**config.mk**
```make
export PLATFORM = sky130hd
export DESIGN_NAME = win3x3_tconv
export DESIGN_NICKNAME = d
export VERILOG_FILES = /design/src/rtl/win3x3_tconv.sv
export SDC_FILE = /design/constraint.sdc
export NUM_CORES = 2
export LEC_CHECK = 0
export BUFFER_PORTS_ARGS = -buffer_cell sky130_fd_sc_hd__clkbuf_2
export CORE_ASPECT_RATIO = 0.8
export CORE_MARGIN = 10
export CORE_UTILIZATION = 30
export CTS_CLUSTER_SIZE = 24
export DETAILED_ROUTE_END_ITERATION = 6
export HOLD_SLACK_MARGIN = 0.05
export MAX_ROUTING_LAYER = met4
export PLACE_DENSITY = 0.55
export SYNTH_ARGS = -nofsm -noshare
export SYNTH_HDL_FRONTEND = slang
export SYNTH_SLANG_ARGS = --single-unit
export TNS_END_PERCENT = 50
```
**constraint.sdc**
```tcl
create_clock -name i_sclk -period 13.5 [get_ports i_sclk]
set_input_delay 1.35 -clock i_sclk [delete_from_list [all_inputs] [get_ports i_sclk]]
set_output_delay 1.35 -clock i_sclk [all_outputs]
set_load 0.02 [all_outputs]
```
**src/rtl/win3x3_tconv.sv**
```systemverilog
// -----------------------------------------------------------------------------
// win3x3_tconv
// Ternary 3x3 window convolution stage fed by the three-row sign line buffer.
// Each column arrives as CHANNEL beats of three stacked 2-bit sign codes. Two
// per-channel delay buffers rebuild the horizontal window {x-2, x-1, x}. Each
// beat's 9 ternary taps are multiplied by per-channel ternary weights, summed,
// and the sums are accumulated over all channels into one signed output per
// pixel. Same-padding is applied at both row edges.
//
// Optional feature macro: WIN_RELU_EN (defined -> negative sums emitted as 0).
//
// Ports:
//   i_sclk   clock
//   i_rst    asynchronous active-high reset
//   i_vsync  frame start, synchronous clear of FSM/counters/accumulator/o_err
//   i_hsync  row start, one cycle before the first beat of the row
//   i_valid  column beat valid
//   i_tdata  {row r, row r-1, row r-2} 2-bit sign codes
//   i_wld    weight write strobe
//   i_waddr  weight channel address
//   i_wdata  9 ternary taps, tap k = 3*row + col at bits [2k+1:2k]
//   o_vsync  i_vsync delayed by one cycle
//   o_hsync  high with the first output pixel of each row
//   o_valid  one-cycle pulse per output pixel
//   o_tdata  signed window sum
//   o_err    sticky protocol error
// -----------------------------------------------------------------------------
module win3x3_tconv #(
    parameter int SIZE    = 28,
    parameter int CHANNEL = 128,
    parameter int ACC_W   = 12
) (
    input  logic                       i_sclk,
    input  logic                       i_rst,
    input  logic                       i_vsync,
    input  logic                       i_hsync,
    input  logic                       i_valid,
    input  logic [5:0]                 i_tdata,
    input  logic                       i_wld,
    input  logic [$clog2(CHANNEL)-1:0] i_waddr,
    input  logic [17:0]                i_wdata,
    output logic                       o_vsync,
    output logic                       o_hsync,
    output logic                       o_valid,
    output logic [ACC_W-1:0]           o_tdata,
    output logic                       o_err
);

    localparam int CH_W  = $clog2(CHANNEL);
    localparam int COL_W = (SIZE > 1) ? $clog2(SIZE) : 1;

    typedef enum logic [1:0] {
        S_IDLE  = 2'd0,
        S_FIRST = 2'd1,
        S_RUN   = 2'd2,
        S_FLUSH = 2'd3
    } state_t;

    // Ternary product: zero when either code is zero-valued, else sign XOR.
    function automatic logic signed [4:0] tap_prod(input logic [1:0] d, input logic [1:0] w);
        logic signed [4:0] p;
        if (!d[0] || !w[0]) begin
            p = 5'sd0;
        end else if (d[1] ^ w[1]) begin
            p = -5'sd1;
        end else begin
            p = 5'sd1;
        end
        return p;
    endfunction

    // Sum of the 9 tap products for one channel; columns c0 (left) .. c2 (right).
    function automatic logic signed [4:0] win_sum(input logic [5:0] c0, input logic [5:0] c1,
                                                  input logic [5:0] c2, input logic [17:0] wt);
        logic signed [4:0] s;
        logic [5:0]        tap_col;
        s = 5'sd0;
        for (int k = 0; k < 9; k++) begin
            case (k % 3)
                0:       tap_col = c0;
                1:       tap_col = c1;
                default: tap_col = c2;
            endcase
            s = s + tap_prod(tap_col[2*(k/3) +: 2], wt[2*k +: 2]);
        end
        return s;
    endfunction

    // Storage: weights, column x-1 buffer (B1) and column x-2 buffer (B2).
    logic [17:0] r_wmem [CHANNEL];
    logic [5:0]  r_b1   [CHANNEL];
    logic [5:0]  r_b2   [CHANNEL];

    state_t             r_state;
    logic [CH_W-1:0]    r_ch;
    logic [COL_W-1:0]   r_col;

    logic               r_s1_vld;
    logic signed [4:0]  r_s1_sum;
    logic               r_s1_first;
    logic               r_s1_last;
    logic               r_s1_out;
    logic               r_s1_hs;
    logic signed [ACC_W-1:0] r_acc;

    logic               w_beat;
    logic               w_step;
    logic               w_abort;
    logic               w_bad_valid;
    logic               w_ch_last;
    logic [5:0]         w_cur;
    logic [5:0]         w_mid;
    logic [5:0]         w_left;
    logic [17:0]        w_wt;
    logic signed [4:0]  w_sum;
    logic signed [ACC_W-1:0] w_s1_ext;
    logic signed [ACC_W-1:0] w_acc_next;
    logic [ACC_W-1:0]   w_out;

    // Decode beat/flush activity and assemble the edge-masked window for r_ch.
    always_comb begin
        w_beat      = i_valid && ((r_state == S_FIRST) || (r_state == S_RUN));
        w_step      = w_beat || (r_state == S_FLUSH);
        w_abort     = i_hsync && (r_state != S_IDLE);
        w_bad_valid = i_valid && ((r_state == S_IDLE) || (r_state == S_FLUSH));
        w_ch_last   = (r_ch == CH_W'(CHANNEL - 1));
        // Right pad: flush cycles present an all-zero current column.
        if (r_state == S_FLUSH) begin
            w_cur = 6'd0;
        end else begin
            w_cur = i_tdata;
        end
        if (r_state == S_FIRST) begin
            w_mid = 6'd0;
        end else begin
            w_mid = r_b1[r_ch];
        end
        // Left pad: the window centred on column 0 has no column -1.
        if ((r_state == S_FIRST) || ((r_state == S_RUN) && (r_col == COL_W'(1)))) begin
            w_left = 6'd0;
        end else begin
            w_left = r_b2[r_ch];
        end
        // Read sees the pre-write word when i_wld targets the same channel.
        w_wt  = r_wmem[r_ch];
        w_sum = win_sum(w_left, w_mid, w_cur, w_wt);
    end

    // Accumulator next value and optional rectification of the final sum.
    always_comb begin
        w_s1_ext = {{(ACC_W-5){r_s1_sum[4]}}, r_s1_sum};
        if (r_s1_first) begin
            w_acc_next = w_s1_ext;
        end else begin
            w_acc_next = r_acc + w_s1_ext;
        end
`ifdef WIN_RELU_EN
        if (w_acc_next[ACC_W-1]) begin
            w_out = {ACC_W{1'b0}};
        end else begin
            w_out = w_acc_next;
        end
`else
        w_out = w_acc_next;
`endif
    end

    // Weight RAM write port.
    always_ff @(posedge i_sclk) begin
        if (i_wld) begin
            r_wmem[i_waddr] <= i_wdata;
        end
    end

    // Column delay line: B2 takes the old B1 word, B1 takes the current column.
    always_ff @(posedge i_sclk) begin
        if (w_step) begin
            r_b2[r_ch] <= r_b1[r_ch];
            r_b1[r_ch] <= w_cur;
        end
    end

    // Row FSM with channel/column counters and sticky error flag.
    always_ff @(posedge i_sclk or posedge i_rst) begin
        if (i_rst) begin
            r_state <= S_IDLE;
            r_ch    <= {CH_W{1'b0}};
            r_col   <= {COL_W{1'b0}};
            o_err   <= 1'b0;
        end else if (i_vsync) begin
            r_state <= S_IDLE;
            r_ch    <= {CH_W{1'b0}};
            r_col   <= {COL_W{1'b0}};
            o_err   <= 1'b0;
        end else begin
            o_err <= o_err | w_abort | w_bad_valid;
            if (i_hsync) begin
                // New row, or abort of the row in progress.
                r_state <= S_FIRST;
                r_ch    <= {CH_W{1'b0}};
                r_col   <= {COL_W{1'b0}};
            end else begin
                case (r_state)
                    S_FIRST: begin
                        if (w_beat) begin
                            if (w_ch_last) begin
                                r_ch    <= {CH_W{1'b0}};
                                r_col   <= COL_W'(1);
                                r_state <= S_RUN;
                            end else begin
                                r_ch <= r_ch + CH_W'(1);
                            end
                        end
                    end
                    S_RUN: begin
                        if (w_beat) begin
                            if (w_ch_last) begin
                                r_ch <= {CH_W{1'b0}};
                                if (r_col == COL_W'(SIZE - 1)) begin
                                    r_state <= S_FLUSH;
                                end else begin
                                    r_col <= r_col + COL_W'(1);
                                end
                            end else begin
                                r_ch <= r_ch + CH_W'(1);
                            end
                        end
                    end
                    S_FLUSH: begin
                        if (w_ch_last) begin
                            r_state <= S_IDLE;
                            r_ch    <= {CH_W{1'b0}};
                            r_col   <= {COL_W{1'b0}};
                        end else begin
                            r_ch <= r_ch + CH_W'(1);
                        end
                    end
                    default: begin
                        r_state <= S_IDLE;
                    end
                endcase
            end
        end
    end

    // Two-stage datapath: register per-beat tap sum, then accumulate and emit.
    always_ff @(posedge i_sclk or posedge i_rst) begin
        if (i_rst) begin
            r_s1_vld   <= 1'b0;
            r_s1_sum   <= 5'sd0;
            r_s1_first <= 1'b0;
            r_s1_last  <= 1'b0;
            r_s1_out   <= 1'b0;
            r_s1_hs    <= 1'b0;
            r_acc      <= {ACC_W{1'b0}};
            o_valid    <= 1'b0;
            o_hsync    <= 1'b0;
            o_tdata    <= {ACC_W{1'b0}};
        end else if (i_vsync) begin
            r_s1_vld <= 1'b0;
            r_acc    <= {ACC_W{1'b0}};
            o_valid  <= 1'b0;
            o_hsync  <= 1'b0;
        end else begin
            // An aborted row must not leave a beat in flight.
            r_s1_vld   <= w_step && !w_abort;
            r_s1_sum   <= w_sum;
            r_s1_first <= (r_ch == {CH_W{1'b0}});
            r_s1_last  <= w_ch_last;
            r_s1_out   <= (r_state == S_RUN) || (r_state == S_FLUSH);
            r_s1_hs    <= (r_state == S_RUN) && (r_col == COL_W'(1));
            o_valid    <= 1'b0;
            o_hsync    <= 1'b0;
            if (r_s1_vld) begin
                r_acc <= w_acc_next;
                if (r_s1_last && r_s1_out) begin
                    o_valid <= 1'b1;
                    o_hsync <= r_s1_hs;
                    o_tdata <= w_out;
                end
            end
        end
    end

    // Frame-start pulse delayed to line up with the cleared pipeline.
    always_ff @(posedge i_sclk or posedge i_rst) begin
        if (i_rst) begin
            o_vsync <= 1'b0;
        end else begin
            o_vsync <= i_vsync;
        end
    end

endmodule
```
# == After elaboration in Yosys (flattened, before gate mapping) ==
# Memories as Yosys holds them, arrays and structs flattened.
# Cells that the tools add are included.
# classes
n_addsub,11
eq_ne,14
n_mux,59
n_bitwise,12
reduce_logical,50
# ops
operator,count
two-way mux 5 bit,26
adder 5 bit,8
two-way mux 12 bit,3
two-way mux 7 bit,4
inequality test 4 bit (second input constant),7
logical NOT 1 bit,19
two-way mux 6 bit,3
two-way mux 2 bit,8
one-hot mux 5 bit (3 select lines),1
logical OR 1 bit,14
one-hot mux 7 bit (2 select lines),1
adder 12 x 5 -> 12 bit,1
two-way mux 1 bit,12
XOR 1 bit,9
adder 7 x 1 -> 7 bit (second input constant),1
equality test 7 bit (second input constant),1
logical NOT 7 bit,1
AND reduction 7 bit,1
logical AND 1 bit,6
one-hot mux 2 bit (3 select lines),1
AND reduction 6 bit,1
adder 5 x 1 -> 5 bit (second input constant),1
equality test 5 x 1 -> 1 bit (second input constant),1
equality test 5 bit (second input constant),1
12 further kinds,15
# word_totals
reg_bits,52
ram_bits,3840
input_bits,37
elab_cells,164
mem_count,3
# mem_list
memory,words,word_bits,read_ports,rd_ports_with_merged_regs,wr,line,rtl
r_wmem,128,18,1,0,1,90,logic [17:0] r_wmem [CHANNEL];
r_b1,128,6,1,0,1,91,logic [5:0] r_b1 [CHANNEL];
r_b2,128,6,1,0,1,92,logic [5:0] r_b2 [CHANNEL];

# == Depth between registers and ports, before layout ==
# logic_depth
depth_word,15
mapped_depth,29

# == Least setup slack after synthesis ==
# OpenSTA, ideal clock, no wires.
# synth_timing
path_type,flip-flop to flip-flop
from,register r_ch[1]
to,register r_s1_sum[4]
setup_ns,0.125
arrival_ns,12.721
slack_ns,0.654
path_stages_with_launch,27
path_buffers,5
synth_period_minus_slack_ns,12.846
path_cell_list,dfrtp_1 > buf_6 > buf_6 > buf_8 > buf_12 > nor2_1 > buf_2 > a22oi_1 > a31oi_1 > nor2_1 > nor4_1 > nand2b_1 > xnor2_1 > nand2_1 > fa_1 > inv_1 > fa_1 > inv_1 > fa_1 > inv_1 > fa_1 > inv_1 > fa_1 > xor2_1 > xnor2_1 > xnor2_1 > mux2_2
# synth_between
elab_chain_len,13
# synth_rtl
item,line,rtl
from (decl),95,logic [CH_W-1:0] r_ch;
from (signal assigned),187,r_ch <= {CH_W{1'b0}};
from (signal assigned),192,r_ch <= {CH_W{1'b0}};
from (signal assigned),200,r_ch <= {CH_W{1'b0}};
"memory (128 x 6 bit), on equally long branches",--,
"two-way mux 6 bit, on equally long branches","139, 133",
XOR 1 bit / logical NOT 1 bit (equally long branches),"64, 62",
two-way mux 5 bit / logical OR 1 bit (equally long branches),"64, 62",
two-way mux 5 bit,62,if (!d[0] || !w[0]) begin
adder 5 bit (7 in a row),84,"s = s + tap_prod(tap_col[2*(k/3) +: 2], wt[2*k +: 2]);"
adder 5 bit *,84,
to (signal assigned),267,r_s1_sum <= w_sum;
to (decl),99,logic signed [4:0] r_s1_sum;
# Every way passes the cells marked *; elsewhere a longest branch is shown, timed or not.
# A chain may end at the register's enable or synchronous reset.

# == Final worst setup path ==
# layout_timing
from,register r_ch[0]
to,register r_s1_sum[4]
# The elaborated chain is that of the path after synthesis.

==> results.py <==
metrics = {
    "clocking": {
        "tritoncts": "done",
        "clockRootBuffer": "clkbuf_16",
        "clkSinkCount": 3892,
        "holdBufCountCts": 0,
        "clk_pin_slew_ns": 0.06,
        "clock_latency_ns": 1.01,
        "cts_setup_buffers": 0,
        "cts_buffer_depth": 4,
        "cts_resized": 0,
        "cts_made_buffers": 389,
        "h-tree-depth": 5,
    },
    "sta": {
        "holdWs_ns": 0.477,
        "fin_crit_sh": 0.725,
        "max_freq_ghz": 0.102,
        "grt_setup_unrepaired": "no",
        "maxSlewHeadroom": -0.0932,
        "hold_viol": 0,
        "tightest_slew_ns": 1.64,
        "fin_crit_ns": 9.78,
        "setup_viol": 0,
        "finalSetupTns_ns": 0,
        "maxSlewViolCount": 4,
        "finalClockSkew_ns": 0.0538,
        "setup_ws_ns": 3.72,
    },
    "drt": {
        "dr.first_iter.drc_count": 16500,
        "wirelength_mm": 543,
        "vias": 90700,
        "drc": 0,
        "wl_per_cell_um": 34.9,
        "viasPerCell": 5.83,
        "drt_first_pass_iters": 6,
        "ant_nets": 0,
    },
    "critical_path": {
        "crit_required_ns": 14.34,
        "crit_fanout": 44,
        "cp-end-kind": "flip-flop",
        "crit_arrival_ns": 10.63,
        "crit_type": "flip-flop to flip-flop",
        "start_kind": "flip-flop",
    },
    "global_routing": {
        "grtUsageMet2": 0.276,
        "grt_max_degree": 117,
        "grt-busiest-layer": "met1",
        "grt_pass1_vias": 85300,
        "antenna_found_initial": 47,
        "grt_pass1_wl_mm": 734,
        "grt.met1_usage": 0.278,
        "gr-total-overflow": 0,
        "grtUsageMet3": 0.0553,
        "grtUsageTotal": 0.198,
    },
    "final_layout": {
        "syn_to_final_growth_pct": 14.1,
        "final_cell_count_no_fill": 15600,
        "final_cell_area_sq_um": 174000,
        "regArea_sq_um": 117000,
        "multiInputGateArea_sq_um": 32800,
        "fill_cells": 47200,
        "layout.nets": 8589,
        "utilization": 0.344,
        "drive_gt1_frac": 0.213,
    },
    "power_and_ir_drop": {
        "p_leak_nw": 52.1,
        "powerDensity_nw_per_um2": 143,
        "ir_worst_vdd_uv": 103,
        "power_mw": 24.9,
    },
    "floorplanning": {
        "die_h_um": 657,
        "initial_core_util": 0.302,
        "row_count": 233,
        "die_w_um": 816,
        "die_area_sq_um": 536000,
        "io_pins": 53,
        "core-area_sq_um": 504000,
    },
    "synthesis": {
        "synth.mux.area_fraction": 0.0882,
        "ys_types": 105,
        "synth_common_cells": "edfxtp_1, nor2_1, mux4_2",
        "ys_ff_latch": 3892,
        "synth.most_common_cell": "edfxtp_1",
        "synth_top_family_by_area": "multiplexers",
        "synthTopCellsByArea": "edfxtp_1, mux4_2, mux2_2",
        "synth-edff-count": 3840,
        "synthAdderAreaFrac": 0.00421,
        "synthFlopType": "edfxtp_1",
        "synth_xor_xnor_area_share": 0.00138,
        "synth_area_per_cell_sq_um": 18.4,
        "synth_nets": 8331,
        "synthArstFlopShare": 0.0134,
        "synth_area_sq_um": 152000,
        "synth-compound-area-share": 0.0865,
        "yosys.area.top_type": "edfxtp_1",
        "synthCells": 8253,
        "netlist.area_leader.share": 0.758,
        "yosysWarnings": 0,
        "ys_seq_area_frac": 0.766,
        "yosys.area_share.simple": 0.0291,
    },
    "worst_hold_path": {
        "hp-class": "flip-flop to flip-flop",
    },
    "outcome": {
        "status": "finished with violations",
        "violations": "max-capacitance violations, max-slew violations",
    },
    "placement": {
        "portBuffers": 52,
        "dp_hpwl_mm": 316,
        "placed_cells": 14800,
        "place_ws_ns": 4.27,
        "dpl_cell_area_sq_um": 161000,
        "gp_congestion": 0.891,
    },
    "flow_run": {
        "drv_cap": 2,
    },
}
layer usage:
layer  vias up  part of all wire
met5         -                 0
met4         0             0.035
met3      1062              0.14
met2      6988              0.42
met1     47900              0.40
li1      34700                 -
worst max-delay path, stage by stage (launching register included):
cell	delay, ns
dfrtp_4	0.98
buf_4	0.45
buf_4	0.46
or3b_2	0.65
buf_4	0.34
o22ai_1	0.21
a211o_1	0.15
o22ai_1	0.24
a221oi_1	1.38
nand4_1	0.53
xnor2_1	0.33
nand2_1	0.13
fa_1	0.54
fa_1	0.60
inv_1	0.08
fa_1	0.45
fa_1	0.50
ha_1	0.16
inv_1	0.06
fa_1	0.45
xor2_1	0.17
xnor2_1	0.21
xnor2_1	0.09
mux2_2	0.26
cells by family (layout without fill, tap and decap cells):
| logic type | after synthesis | in the layout |
|---|---|---|
| DFF | 3892 | 3892 |
| and+or+nand+nor | 986 | 986 |
| xor gates and xnor gates | 24 | 24 |
| other | 0 | 32 |
| AOI/OAI and AO/OA | 1805 | 1805 |
| adders and majority gates | 41 | 41 |
| muxes | 887 | 887 |
| buffers and inverters | 618 | 1190 |
cells in the final DEF (no fill, tap or decap), types with 21 or more instances in the layout:
cell | Yosys | routed
bufinv_16 | 0 | 23
clkbuf_16 | 0 | 393
mux4_2 | 333 | 333
o21ai_0 | 209 | 209
o22ai_1 | 294 | 294
mux2_1 | 38 | 38
mux2_2 | 261 | 261
nor2_1 | 463 | 257
o221ai_1 | 165 | 165
clkinv_1 | 2 | 84
a21oi_1 | 222 | 222
a22oi_1 | 152 | 152
a31oi_1 | 41 | 41
clkbuf_2 | 0 | 34
ha_1 | 24 | 24
nor2_2 | 2 | 185
o211ai_1 | 35 | 35
buf_4 | 90 | 377
o2bb2ai_1 | 32 | 32
edfxtp_1 | 3840 | 3840
clkinv_2 | 0 | 88
buf_12 | 1 | 23
nand2_1 | 254 | 250
clkbuf_1 | 154 | 83
a221oi_1 | 218 | 218
dfrtp_1 | 52 | 46
nor3_1 | 24 | 21
inv_1 | 46 | 42
a2bb2oi_1 | 30 | 30
mux2i_1 | 255 | 255
nand3_1 | 69 | 69
nor2_4 | 2 | 25
a22o_1 | 55 | 55
a211oi_1 | 47 | 47
a221o_1 | 78 | 78
diode_2 | 0 | 32
sequential cells by signal (all words and copies together), names as in the netlist, 2 cells and up:
register,count
r_s1_sum,5
r_b1,768
o_tdata,12
r_wmem,2304
r_ch,7
r_state,2
r_col,5
r_acc,12
r_b2,768
power by group:
part           total [mW]  leakage [nW]  internal [mW]  switching (mW)
sequential           13.4          35.2           13.4          0.0447
combinational       0.970          10.9          0.241           0.729
clock                10.5          5.94           5.79            4.70
worst paths after layout:
kind / start / endpoint / slack [ns] / cells after the start
worst min-delay path: o_tdata[6] / o_tdata[6] / 0.48 / 2
min in group asynchronous: i_rst / o_tdata[7] / 0.60 / 3
worst max register to register: r_ch[0] / r_s1_sum[4] / 3.72 / 23
max in group asynchronous: i_rst / r_ch[2] / 12.30 / 3
worst max-delay path: r_ch[0] / r_s1_sum[4] / 3.72 / 23
worst min register to register: o_tdata[6] / o_tdata[6] / 0.48 / 2
area by class of cell:
| class | count | area share |
|---|---|---|
| diodes | 32 | 0.000461 |
| clock buffers | 476 | 0.0584 |
| clock inverters | 229 | 0.0111 |
| inverters | 51 | 0.00126 |
| multi-input cells | 3743 | 0.189 |
| flip-flops and latches | 3892 | 0.672 |
| well taps | 6697 | 0.0483 |
| repair buffers | 434 | 0.0199 |
(Power assumes the default switching activity.)
